## config.mk

```make
export PLATFORM = sky130hd
export DESIGN_NAME = multicycle_ctrl
export DESIGN_NICKNAME = d
export VERILOG_FILES = /design/src/rtl/multicycle_ctrl.sv
export SDC_FILE = /design/constraint.sdc
export NUM_CORES = 1
export LEC_CHECK = 0
export ABC_AREA = 1
export CAP_MARGIN = 25
export CORE_MARGIN = 4
export CORE_UTILIZATION = 45
export CTS_BUF_LIST = sky130_fd_sc_hd__clkbuf_4 sky130_fd_sc_hd__clkbuf_8 sky130_fd_sc_hd__clkbuf_16
export CTS_CLUSTER_SIZE = 25
export DETAILED_ROUTE_END_ITERATION = 8
export PLACE_DENSITY = 0.92
export SYNTH_ARGS = -nofsm -noshare
export SYNTH_HDL_FRONTEND = slang
export SYNTH_SLANG_ARGS = --single-unit
```

## constraint.sdc

```tcl
create_clock -name clk -period 3.55 [get_ports clk]
set_clock_uncertainty 0.05 [all_clocks]
set_input_delay 0.71 -clock clk [delete_from_list [all_inputs] [get_ports clk]]
set_output_delay 0.71 -clock clk [all_outputs]
set_load 0.05 [all_outputs]
```

## src/rtl/multicycle_ctrl.sv

```systemverilog
// Main control FSM of the multicycle RV32I core.
// Sequences ALU, register file, PC/IR and one shared memory port.
module multicycle_ctrl (
  input  logic       clk,
  input  logic       reset_n,
  input  logic [6:0] op,
  input  logic [2:0] funct3,
  input  logic       funct7b5,
  input  logic       zero,
  input  logic       lt,
  input  logic       ltu,
  input  logic       mem_ready,
  output logic       mem_req,
  output logic       mem_write,
  output logic       adr_src,
  output logic       ir_write,
  output logic       pc_write,
  output logic       reg_write,
  output logic [1:0] alu_src_a,
  output logic [1:0] alu_src_b,
  output logic [1:0] result_src,
  output logic [2:0] imm_src,
  output logic [3:0] alu_control,
  output logic       illegal
);

  localparam logic [6:0] OP_LOAD  = 7'b0000011;
  localparam logic [6:0] OP_STORE = 7'b0100011;
  localparam logic [6:0] OP_R     = 7'b0110011;
  localparam logic [6:0] OP_I     = 7'b0010011;
  localparam logic [6:0] OP_BR    = 7'b1100011;
  localparam logic [6:0] OP_JAL   = 7'b1101111;
  localparam logic [6:0] OP_JALR  = 7'b1100111;
  localparam logic [6:0] OP_LUI   = 7'b0110111;

  localparam logic [3:0] ALU_ADD  = 4'd0;
  localparam logic [3:0] ALU_SUB  = 4'd1;
  localparam logic [3:0] ALU_AND  = 4'd2;
  localparam logic [3:0] ALU_OR   = 4'd3;
  localparam logic [3:0] ALU_XOR  = 4'd4;
  localparam logic [3:0] ALU_SLT  = 4'd5;
  localparam logic [3:0] ALU_SLTU = 4'd6;
  localparam logic [3:0] ALU_SLL  = 4'd7;
  localparam logic [3:0] ALU_SRL  = 4'd8;
  localparam logic [3:0] ALU_SRA  = 4'd9;
  localparam logic [3:0] ALU_PASS = 4'd10;

  localparam logic [2:0] IMM_I = 3'b000;
  localparam logic [2:0] IMM_S = 3'b001;
  localparam logic [2:0] IMM_B = 3'b010;
  localparam logic [2:0] IMM_U = 3'b100;

  typedef enum logic [3:0] {
    S_FETCH, S_DECODE, S_MEMADR, S_MEMREAD,
    S_MEMWB, S_MEMWRITE, S_EXECR, S_EXECI,
    S_ALUWB, S_BRANCH, S_JAL, S_JALR,
    S_JALR_PC, S_LUI, S_TRAP
  } state_t;

  state_t state_q, state_d;

  // alt selects SUB for funct3 000 and SRA for funct3 101
  function automatic logic [3:0] alu_dec(
    input logic [2:0] f3,
    input logic       alt
  );
    logic [3:0] r;
    unique case (f3)
      3'b000: r = alt ? ALU_SUB : ALU_ADD;
      3'b001: r = ALU_SLL;
      3'b010: r = ALU_SLT;
      3'b011: r = ALU_SLTU;
      3'b100: r = ALU_XOR;
      3'b101: r = alt ? ALU_SRA : ALU_SRL;
      3'b110: r = ALU_OR;
      default: r = ALU_AND;
    endcase
    return r;
  endfunction

  logic br_taken;
  logic br_legal;
  logic mem_legal;

  always_comb begin
    br_taken = 1'b0;
    unique case (funct3)
      3'b000: br_taken = zero;
      3'b001: br_taken = !zero;
      3'b100: br_taken = lt;
      3'b101: br_taken = !lt;
      3'b110: br_taken = ltu;
      3'b111: br_taken = !ltu;
      default: br_taken = 1'b0;
    endcase
  end

  assign br_legal  = funct3[2:1] != 2'b01;
  assign mem_legal = funct3 == 3'b010;

  always_ff @(posedge clk or negedge reset_n) begin
    if (!reset_n) state_q <= S_FETCH;
    else          state_q <= state_d;
  end

  always_comb begin
    state_d = state_q;
    unique case (state_q)
      S_FETCH:
        if (mem_ready) state_d = S_DECODE;
      S_DECODE:
        case (op)
          OP_LOAD,
          OP_STORE: state_d = S_MEMADR;
          OP_R:     state_d = S_EXECR;
          OP_I:     state_d = S_EXECI;
          OP_BR:    state_d = S_BRANCH;
          OP_JAL:   state_d = S_JAL;
          OP_JALR:  state_d = S_JALR;
          OP_LUI:   state_d = S_LUI;
          default:  state_d = S_TRAP;
        endcase
      S_MEMADR:
        if (!mem_legal)        state_d = S_TRAP;
        else if (op == OP_LOAD) state_d = S_MEMREAD;
        else                   state_d = S_MEMWRITE;
      S_MEMREAD:
        if (mem_ready) state_d = S_MEMWB;
      S_MEMWB:   state_d = S_FETCH;
      S_MEMWRITE:
        if (mem_ready) state_d = S_FETCH;
      S_EXECR,
      S_EXECI,
      S_LUI,
      S_JAL:     state_d = S_ALUWB;
      S_ALUWB:   state_d = S_FETCH;
      S_BRANCH:
        state_d = br_legal ? S_FETCH : S_TRAP;
      S_JALR:    state_d = S_JALR_PC;
      S_JALR_PC: state_d = S_ALUWB;
      S_TRAP:    state_d = S_TRAP;
      default:   state_d = S_TRAP;
    endcase
  end

  // Outputs are forced low while reset is held so a pending
  // memory request drops without waiting for a clock edge.
  always_comb begin
    mem_req     = 1'b0;
    mem_write   = 1'b0;
    adr_src     = 1'b0;
    ir_write    = 1'b0;
    pc_write    = 1'b0;
    reg_write   = 1'b0;
    alu_src_a   = 2'b00;
    alu_src_b   = 2'b00;
    result_src  = 2'b00;
    imm_src     = IMM_I;
    alu_control = ALU_ADD;
    illegal     = 1'b0;
    if (reset_n) begin
      unique case (state_q)
        S_FETCH: begin
          mem_req    = 1'b1;
          alu_src_b  = 2'b10;
          result_src = 2'b10;
          ir_write   = mem_ready;
          pc_write   = mem_ready;
        end
        S_DECODE: begin
          alu_src_a = 2'b01;
          alu_src_b = 2'b01;
          imm_src   = IMM_B;
        end
        S_MEMADR: begin
          alu_src_a = 2'b10;
          alu_src_b = 2'b01;
          imm_src   = (op == OP_LOAD) ? IMM_I : IMM_S;
        end
        S_MEMREAD: begin
          mem_req = 1'b1;
          adr_src = 1'b1;
        end
        S_MEMWB: begin
          result_src = 2'b01;
          reg_write  = 1'b1;
        end
        S_MEMWRITE: begin
          mem_req   = 1'b1;
          mem_write = 1'b1;
          adr_src   = 1'b1;
        end
        S_EXECR: begin
          alu_src_a   = 2'b10;
          alu_control = alu_dec(funct3, funct7b5);
        end
        S_EXECI: begin
          alu_src_a   = 2'b10;
          alu_src_b   = 2'b01;
          alu_control = alu_dec(funct3,
                          funct7b5 && funct3 == 3'b101);
        end
        S_LUI: begin
          alu_src_b   = 2'b01;
          imm_src     = IMM_U;
          alu_control = ALU_PASS;
        end
        S_ALUWB:
          reg_write = 1'b1;
        S_BRANCH: begin
          alu_src_a   = 2'b10;
          alu_control = ALU_SUB;
          pc_write    = br_legal && br_taken;
        end
        S_JAL,
        S_JALR_PC: begin
          pc_write  = 1'b1;
          alu_src_a = 2'b01;
          alu_src_b = 2'b10;
        end
        S_JALR: begin
          alu_src_a = 2'b10;
          alu_src_b = 2'b01;
        end
        S_TRAP:
          illegal = 1'b1;
        default:
          illegal = 1'b1;
      endcase
    end
  end

endmodule

```

==> reports/summary.txt, run 1 <==
Placed instance area: 1323 µm²
Starting Density: 0.4865
Seq/Total Area, Yosys: 0.1166
Total GRT Usage: 0.2058
Synth Flop Type: dfrtp_1
Sw Ratio: 0.5759
Root Driver: clkbuf_4
Sw Pwr: 0.0005061 W
Max-cap violations: 0
CTS max path bufs: 2
Largest net degree at the start of global routing: 15
WP data arrival: 2.26 ns
Biggest register: state_q
Share of the synthesized area in the top cell type: 0.1662
CTS Buf Count: 3
Internal power: 0.0003727 W
Worst path top cell family by delay: buffers and inverters
Final instance area: 1345 µm²
Most common cell on crit path: clkdlybuf4s50_1
Setup bufs post-CTS: 0
Tmin final: 3.025 ns
Final hold violation count: 0
CTS clock-pin slew for the worst setup and hold paths: 0.04 ns
I/O Pins: 37
RSZ-0062 raised after global routing: false
Reg2reg path depth: 7
VDD IR max: 0.3647 mV
Largest register FFs: 4
WHS Path Cells: 2
Max Slew Vio Count: 0
Congestion Overflow GR: 0
Worst setup EP type: output port
Synth area leaders: nand2_1 (17%), inv_1 (13%), dfrtp_1 (12%), nor2_1 (10%), nand3_1 (7.6%)
Gates resized, CTS repair: 0
Die area: 2670 µm²
Final ANT Viol Nets: 0
Worst Path Max Fanout: 6
Final non-filler cell total: 229
Mapped Area: 858.3 µm²
# hold bufs at CTS: 0
Number of DRC markers in iteration 0: 48
CTS tree: yes
Std-Cell Rows: 15
H-tree depth: 1
Top post-synthesis cells by count: nand2_1 (38), inv_1 (30), nor2_1 (24)
Fmax: 330.6 MHz
FF/Latch Area: 100.1 µm²
Largest registers: state_q (4)
Ant diodes: 0
Vias in the first global route: 1056
Final setup violation count: 0
Vias: 1209
Ys async rst share: 1.000
Pwr Density: 653.3 nW/µm²
Layout area overhead: 56.71%
CTS sink cnt: 4
Fin crit share: 0.8520
WP data required: 2.79 ns
Chip Width: 51.68 µm
Distinct cells, synth: 24
Residual DRC: 0
Clock network fraction of total power: 0.067
Net Count, Synth: 183
Core ar.: 1764 µm²
Hold Slack: 0.5265 ns
Gpl congestion: 0.9069
Max stage delay on crit path: 0.79 ns
Placed Cells: 226
Most common cell in the synthesized netlist: nand2_1
Die H: 51.68 µm
Area occupied by multi-input gates: 614.3 µm²
Nets@finish: 223
Fill count: 142
Mapped Avg Cell Area: 5.171 µm²
Initial antenna violation count: 0
CP bufs+invs: 3
PortBufs: 36
Routed WL: 2705 µm
Post-synth top area cell: nand2_1
Outcome: finished, final reports clean
WP depth: 4
Logic pwr share: 0.813
Wire per inst: 11.81 µm
Crit start category: input port
DRT Pass-1 Iters: 4
Leakage: 0.6683 nW
Slew @ Worst Pin: 0.4914 ns
Share of layout cells above drive strength 1: 0.2059
Class of the worst hold path: register to register
Relative max-transition margin: 0.6714
Crit path cell chain: clkdlybuf4s50_1 > o31ai_1 > inv_1 > clkdlybuf4s50_1
Ys Warns: 0
Synth Register Bits: 4
Post-DP HPWL: 2304 µm
Tot Pwr: 0.0008788 W
Worst-skew pair later-pin latency: 0.24 ns
Via density: 5.279
Setup CP Type: input port to output port
Mapped Cells: 166
EDFF count, synth: 0
Reg power frac: 0.120
Setup TNS: 0 ns
Slowest cell on the critical path: clkdlybuf4s50_1
First-pass GRT wire length: 4257 µm
[cell usage in the layout (no fill, tap or decap)]
cell             synthesis  routed
nand4_1                  4       4
nand3_1                 13      13
nand3_2                  1       1
nand3b_1                 2       2
a21oi_1                  7       7
a21oi_2                  1       1
inv_2                    3       3
clkdlybuf4s50_1          0      17
dfrtp_1                  4       4
nand2_2                  5       5
o21ai_1                  2       2
o22ai_1                  2       2
nand2_1                 38      38
nor2_2                   5       5
o31ai_1                  1       1
a31oi_1                  2       2
inv_1                   30      30
nor3_1                   6       6
clkbuf_4                 0       3
buf_12                   0      10
nor2_4                   3       3
nor2_1                  24      24
o2111ai_1                1       1
o21ai_0                  9       9
buf_4                    0      11
[stage by stage]
stage	setup slack (ns)	util
2_1_floorplan	0.2660	-
3_3_place_gp	0.5542	0.7496
3_5_place_dp	0.5206	0.7496
4_1_cts	0.5188	0.7624
5_1_grt	0.4217	0.7624
6_report	0.5253	0.7624
[power by group through the flow]
| stage | Clock (W) | Combinational [W] | Sequential (W) |
|---|---|---|---|
| floorplan | 0 | 0.000469 | 0.0000917 |
| global placement | 0 | 0.000700 | 0.000104 |
| detailed placement | 0 | 0.000710 | 0.000105 |
| CTS | 0.0000584 | 0.000714 | 0.000104 |
| global route | 0.0000647 | 0.000759 | 0.000107 |
| finish | 0.0000586 | 0.000715 | 0.000106 |
[layout make-up]
cell class	instances	share of cell area
Clock buffer	3	0.01674
Inverter	33	0.09209
Multi-Input combinational cell	126	0.4567
Sequential cell	4	0.07442
Tap cell	25	0.02326
Timing Repair Buffer	38	0.3367
[metal layers]
metal | track usage | routed length, µm
met4 | 0.08297 | 65
met5 | 0 | 0
met1 | 0.2313 | 1043
met3 | 0.01146 | 208
met2 | 0.3962 | 1387
[final timing paths]
check	startpoint	end	slack (ns)
worst max register to register	state_q[2]	state_q[2]	2.11
max in group asynchronous	reset_n	state_q[3]	2.49
min in group asynchronous	reset_n	state_q[2]	0.85
worst min-delay path	state_q[0]	state_q[0]	0.53
worst min register to register	state_q[0]	state_q[0]	0.53
worst max-delay path	reset_n	alu_src_b[0]	0.53
[kinds of logic (layout without fill, tap and decap cells)]
kind of cell	after synthesis	count (layout)	synth area share
AND/OR/NAND/NOR	101	101	0.5525
buffers and inverters	36	74	0.1676
AO/OA/AOI/OAI	25	25	0.1633
flip-flops	4	4	0.1166
[tightest hold or removal path, cell delays in order, from the launching register on]
cell and delay (ns):
dfrtp_1 0.41, nand2_1 0.07, nand2_1 0.06
(Power assumes the default switching activity.)
==> run 2: changes to the inputs <==
Settings changed: CORE_UTILIZATION 45 to 38, PLACE_DENSITY 0.92 to 0.83.
Clock period 3.55 ns to 2.7 ns, I/O delays scaled along.
==> reports/summary.txt, run 2 (synthesized netlist as in run 1, its figures left out) <==
H-tree depth: 1 (unchanged)
Via density: 5.290 (+0.20%)
Fin crit share: 0.9714
VDD IR max: 0.5678 mV (+56%)
Class of the worst hold path: register to register
Total GRT Usage: 0.1860 (-0.01976)
Wire per inst: 12.72 µm (+7.7%)
Setup TNS: 0 ns (unchanged)
Vias: 1222 (+1.1%)
Layout area overhead: 73.03%
Congestion Overflow GR: 0 (unchanged)
Relative max-transition margin: 0.7512 (+0.07980)
Die area: 3083 µm² (+15%)
Most common cell after layout, fill and taps aside: nand2_1
Fmax: 381.3 MHz
Residual DRC: 0 (unchanged)
FF/Latch Area: 100.1 µm² (unchanged)
Final worst slack: 0.07729 ns (-0.4480 ns)
Max-cap violations: 0 (unchanged)
Sw Pwr: 0.0006836 W (+35%)
Outcome: finished, final reports clean
Commonest non-fill, non-tap cells in the layout: nand2_1 (38), inv_1 (29), nor2_1 (23)
Post-DP HPWL: 2362 µm (+2.5%)
Pwr Density: 824.8 nW/µm² (+26%)
CTS tree: yes
Initial antenna violation count: 0 (unchanged)
Worst-skew pair later-pin latency: 0.24 ns (about the same)
Logic pwr share: 0.822 (+0.009)
DP Worst Slack: 0.1040 ns (-0.4166 ns)
Clock network fraction of total power: 0.061 (-0.006)
Slew @ Worst Pin: 0.3693 ns (-0.1221 ns)
CTS sink cnt: 4 (unchanged)
Final instance area: 1485 µm² (+10%)
Root Driver: clkbuf_4
Placed instance area: 1455 µm² (+10%)
Std-Cell Rows: 16 (+1)
PortBufs: 36 (unchanged)
Reg power frac: 0.117 (-0.003)
Sw Ratio: 0.5581 (-0.01782)
Tmin final: 2.623 ns
Starting Density: 0.4163 (-0.07026)
Area occupied by multi-input gates: 626.9 µm² (+2.0%)
Core ar.: 2062 µm² (+17%)
Worst setup EP type: output port
Final hold violation count: 0 (unchanged)
Routed WL: 2939 µm (+8.7%)
Die H: 55.53 µm (+7.5%)
Fill count: 163 (+15%)
Nets@finish: 223 (unchanged)
Largest register FFs: 4 (unchanged)
First-pass GRT wire length: 4836 µm (+14%)
Internal power: 0.0005413 W (+45%)
Number of DRC markers in iteration 0: 31 (-35%)
Worst Path Max Fanout: 9 (+3)
WP data required: 2.11 ns (-0.68 ns)
Gpl congestion: 0.9523 (+5.0%)
Biggest register: state_q
Max Slew Vio Count: 0 (unchanged)
I/O Pins: 37 (unchanged)
Vias in the first global route: 1144 (+8.3%)
CTS clock-pin slew for the worst setup and hold paths: 0.04 ns (about the same)
Crit start category: input port
Final core occ: 0.7203 (-0.04214)
Largest net degree at the start of global routing: 10 (-5)
Ant diodes: 0 (unchanged)
Setup bufs post-CTS: 0 (unchanged)
Final setup violation count: 0 (unchanged)
CTS max path bufs: 2 (unchanged)
# hold bufs at CTS: 0 (unchanged)
Setup CP Type: input port to output port
Leakage: 0.7076 nW (+5.9%)
Share of layout cells above drive strength 1: 0.2255 (+0.01961)
DRT Pass-1 Iters: 4 (unchanged)
CTS Buf Count: 3 (unchanged)
WP data arrival: 2.03 ns (-0.23 ns)
Chip Width: 55.53 µm (+7.5%)
Final ANT Viol Nets: 0 (unchanged)
Largest registers: state_q (4)
[run 2: per-layer routing]
| layer | track usage | routed length (µm) | share of wire |
|---|---|---|---|
| met5 | 0 | 0 | 0 |
| met4 | 0.06250 | 59 | 0.020 |
| met3 | 0.04895 | 234 | 0.080 |
| met2 | 0.3530 | 1571 | 0.53 |
| met1 | 0.1942 | 1073 | 0.37 |
[run 2: final timing paths]
| check | from | to | slack [ns] | cells past startpoint |
|---|---|---|---|---|
| min reg2reg | state_q[0] | state_q[0] | 0.55 | 2 |
| max in group asynchronous | reset_n | state_q[2] | 1.89 | 2 |
| max | funct3[2] | alu_control[0] | 0.08 | 9 |
| min in group asynchronous | reset_n | state_q[3] | 0.57 | 2 |
| max reg2reg | state_q[1] | state_q[1] | 1.27 | 8 |
| min | state_q[0] | state_q[0] | 0.55 | 2 |
[run 2: timing repair]
action,CTS,global route
resized for setup,0,3
endpoints found under the setup margin,0,2
hold endpoints to repair,0,0
[run 2: cell type report]
| class | count | share of cell area |
|---|---|---|
| clock buffers | 3 | 0.01516 |
| inverters | 33 | 0.08340 |
| multi-input cells | 126 | 0.4221 |
| flip-flops and latches | 4 | 0.06740 |
| well taps | 27 | 0.02275 |
| repair buffers | 38 | 0.3892 |
[run 2: stage by stage]
stage,std cells,hold WS [ns],total power [W]
after floorplan,166,0.1944,0.0007411
after global placement,228,0.5199,0.001120
after detailed placement,228,0.5264,0.001141
after CTS,231,0.5375,0.001225
after global routing,231,0.5648,0.001304
final,231,0.5476,0.001225
[run 2: power groups by stage]
stage / sequential (W) / clock (W) / combinational (W)
floorplan: 0.000121 / 0 / 0.000620
global placement: 0.000138 / 0 / 0.000982
detailed placement: 0.000138 / 0 / 0.00100
CTS: 0.000140 / 0.0000768 / 0.00101
global route: 0.000145 / 0.0000842 / 0.00107
finish: 0.000143 / 0.0000750 / 0.00101
[run 2: critical path: stages]
cell and delay, ns:
clkdlybuf4s50_1 0.56, inv_1 0.17, nand3_1 0.16, o21ai_0 0.19, nand2_1 0.07, nand3_1 0.06
nand2_1 0.05, inv_1 0.09, buf_12 0.14
==> run 3: changes to the inputs <==
Settings changed: ABC_AREA 1 to unset, PLACE_DENSITY 0.83 to 0.84.
==> reports/summary.txt, run 3 <==
CTS max path bufs: 2 (unchanged)
Pwr Density: 895.2 nW/µm² (+8.5%)
Max-cap violations: 0 (unchanged)
Worst-skew pair later-pin latency: 0.23 ns (about the same)
Vias in the first global route: 1067 (-6.7%)
Wire per inst: 15.07 µm (+18%)
Biggest register: state_q
First-pass GRT wire length: 4388 µm (-9.3%)
Placed instance area: 1473 µm² (+1.2%)
# hold bufs at CTS: 0 (unchanged)
Die area: 3014 µm² (-2.2%)
Ant diodes: 0 (unchanged)
Mapped Cells: 119 (-28%)
Vias: 1083 (-11%)
Top post-synthesis cells by count: nor2_1 (13), nand2_1 (10), nor2b_1 (7)
Congestion Overflow GR: 0 (unchanged)
Final instance area: 1510 µm² (+1.7%)
Die H: 54.90 µm (-1.1%)
Mapped Avg Cell Area: 7.024 µm² (+36%)
DP Worst Slack: 0.008474 ns (-0.09552 ns)
Reg2reg path depth: 5 (-3)
EDFF count, synth: 0 (unchanged)
Relative max-transition margin: 0.6091 (-0.1421)
Post-DP HPWL: 2304 µm (-2.5%)
Outcome: finished, final reports clean
Worst setup EP type: output port
Hold Slack: 0.6800 ns (+0.1325 ns)
Final non-filler cell total: 189 (-18%)
Synth Register Bits: 4 (unchanged)
Slew @ Worst Pin: 0.5849 ns (+0.2155 ns)
Core ar.: 2022 µm² (-1.9%)
Total GRT Usage: 0.1953 (+0.009311)
WP data required: 2.11 ns (about the same)
Class of the worst hold path: input port to async pin
Share of the synthesized area in the top cell type: 0.1198 (-0.04642)
CTS clock-pin slew for the worst setup and hold paths: 0.04 ns (about the same)
Final hold violation count: 0 (unchanged)
M1 WL: 1100 µm (+2.5%)
Largest net degree at the start of global routing: 16 (+6)
Fin crit share: 0.9817 (+0.01033)
Seq/Total Area, Yosys: 0.1198 (+0.003142)
Final setup violation count: 0 (unchanged)
Tmin final: 2.651 ns (+0.02788 ns)
VDD IR max: 0.6963 mV (+23%)
Max Slew Vio Count: 0 (unchanged)
Met3 WL: 202 µm (-14%)
DRT Pass-1 Iters: 4 (unchanged)
Net Count, Synth: 136 (-26%)
Setup TNS: 0 ns (unchanged)
Setup CP Type: input port to output port
Top sig layer: met4
WP data arrival: 2.06 ns (+0.03 ns)
Leakage: 0.6252 nW (-12%)
Gpl congestion: 0.8360 (-12%)
Most common cell in the synthesized netlist: nor2_1
Nets@finish: 181 (-19%)
CTS Buf Count: 3 (unchanged)
Number of DRC markers in iteration 0: 26 (-16%)
I/O Pins: 37 (unchanged)
Chip Width: 54.90 µm (-1.1%)
Post-synth top area cell: dfrtp_1
Largest registers: state_q (4)
Crit start category: input port
Worst Path Max Fanout: 2 (-7)
Routed WL: 2849 µm (-3.1%)
Synth area leaders: dfrtp_1 (12%), xor2_1 (6.3%), nor2_1 (5.8%), nor2b_1 (5.2%), nand2_1 (4.5%)
Residual DRC: 0 (unchanged)
Initial antenna violation count: 0 (unchanged)
Root Driver: clkbuf_4
Final worst slack: 0.04941 ns (-0.02788 ns)
RSZ-0062 raised after global routing: false
CTS sink cnt: 4 (unchanged)
Ys Warns: 0 (unchanged)
Placed Cells: 185 (-19%)
Most common cell after layout, fill and taps aside: buf_12
Starting Density: 0.4134 (-0.002895)
Metal2 WL: 1512 µm (-3.8%)
Ys async rst share: 1.000 (unchanged)
Fmax: 377.3 MHz (-1.1%)
Layout area overhead: 80.69%
Distinct cells, synth: 44 (+83%)
Commonest non-fill, non-tap cells in the layout: buf_12 (19), clkdlybuf4s50_1 (16), nor2_1 (13), buf_4 (13), nand2_1 (10)
Final ANT Viol Nets: 0 (unchanged)
CTS tree: yes
Mapped Area: 835.8 µm² (-2.6%)
PortBufs: 36 (unchanged)
Via density: 5.730 (+8.3%)
Share of layout cells above drive strength 1: 0.2840 (+0.05846)
Synth Flop Type: dfrtp_1
Largest register FFs: 4 (unchanged)
H-tree depth: 1 (unchanged)
Std-Cell Rows: 16 (unchanged)
-- run 3: final timing paths --
check                            from    endpoint  slack [ns]
min in group clk           state_q[1]  state_q[1]        0.82
setup / recovery                op[2]  imm_src[0]        0.05
setup reg to reg           state_q[3]  state_q[1]        0.79
hold reg to reg            state_q[1]  state_q[1]        0.82
hold / removal                reset_n  state_q[3]        0.68
max in group asynchronous     reset_n  state_q[2]        1.81
-- run 3: logic make-up after synthesis --
group,Yosys count,share of synthesized area
AND/OR/NAND/NOR,61,0.4132
flip-flops,4,0.1198
multiplexers,3,0.03593
XOR/XNOR,7,0.07335
AO/OA/AOI/OAI,31,0.2860
buffers and inverters,13,0.07184
-- run 3: metrics by stage --
step,total power [W],utilization
3_3_place_gp,0.001242,0.7283
3_5_place_dp,0.001271,0.7283
4_1_cts,0.001351,0.7413
6_report,0.001352,0.7469
2_1_floorplan,0.0008465,-
5_1_grt,0.001432,0.7469
-- run 3: final cells by class --
class,count,area [µm²]
Timing Repair Buffer,49,649.4
Sequential cell,4,100.1
Clock buffer,3,22.52
Tap cell,27,33.78
Fill cell,147,511.7
Multi-Input combinational cell,102,689.4
Inverter,4,15.01
-- run 3: per-layer routing --
metal | vias to the layer above | track usage
met3 | 4 | 0.01609
li1 | 526 | -
met4 | 0 | 0.07287
met5 | - | 0
met1 | 501 | 0.2208
met2 | 52 | 0.3740
-- run 3: worst max-delay path, stage by stage --
cell and delay [ns]:
clkdlybuf4s50_1 0.41, or2_2 0.31, or4_4 0.43, and3_1 0.22
buf_6 0.15
-- run 3: power breakdown --
part / internal (W) / switching (W)
logic: 0.000508 / 0.000581
clock network: 0.0000496 / 0.0000230
registers: 0.0000886 / 0.000103
-- run 3: repair_timing --
action / CTS / global route
pin swaps: 0 / 0
setup endpoints to repair: 1 / 1
resized for setup: 1 / 1
setup buffers: 0 / 1
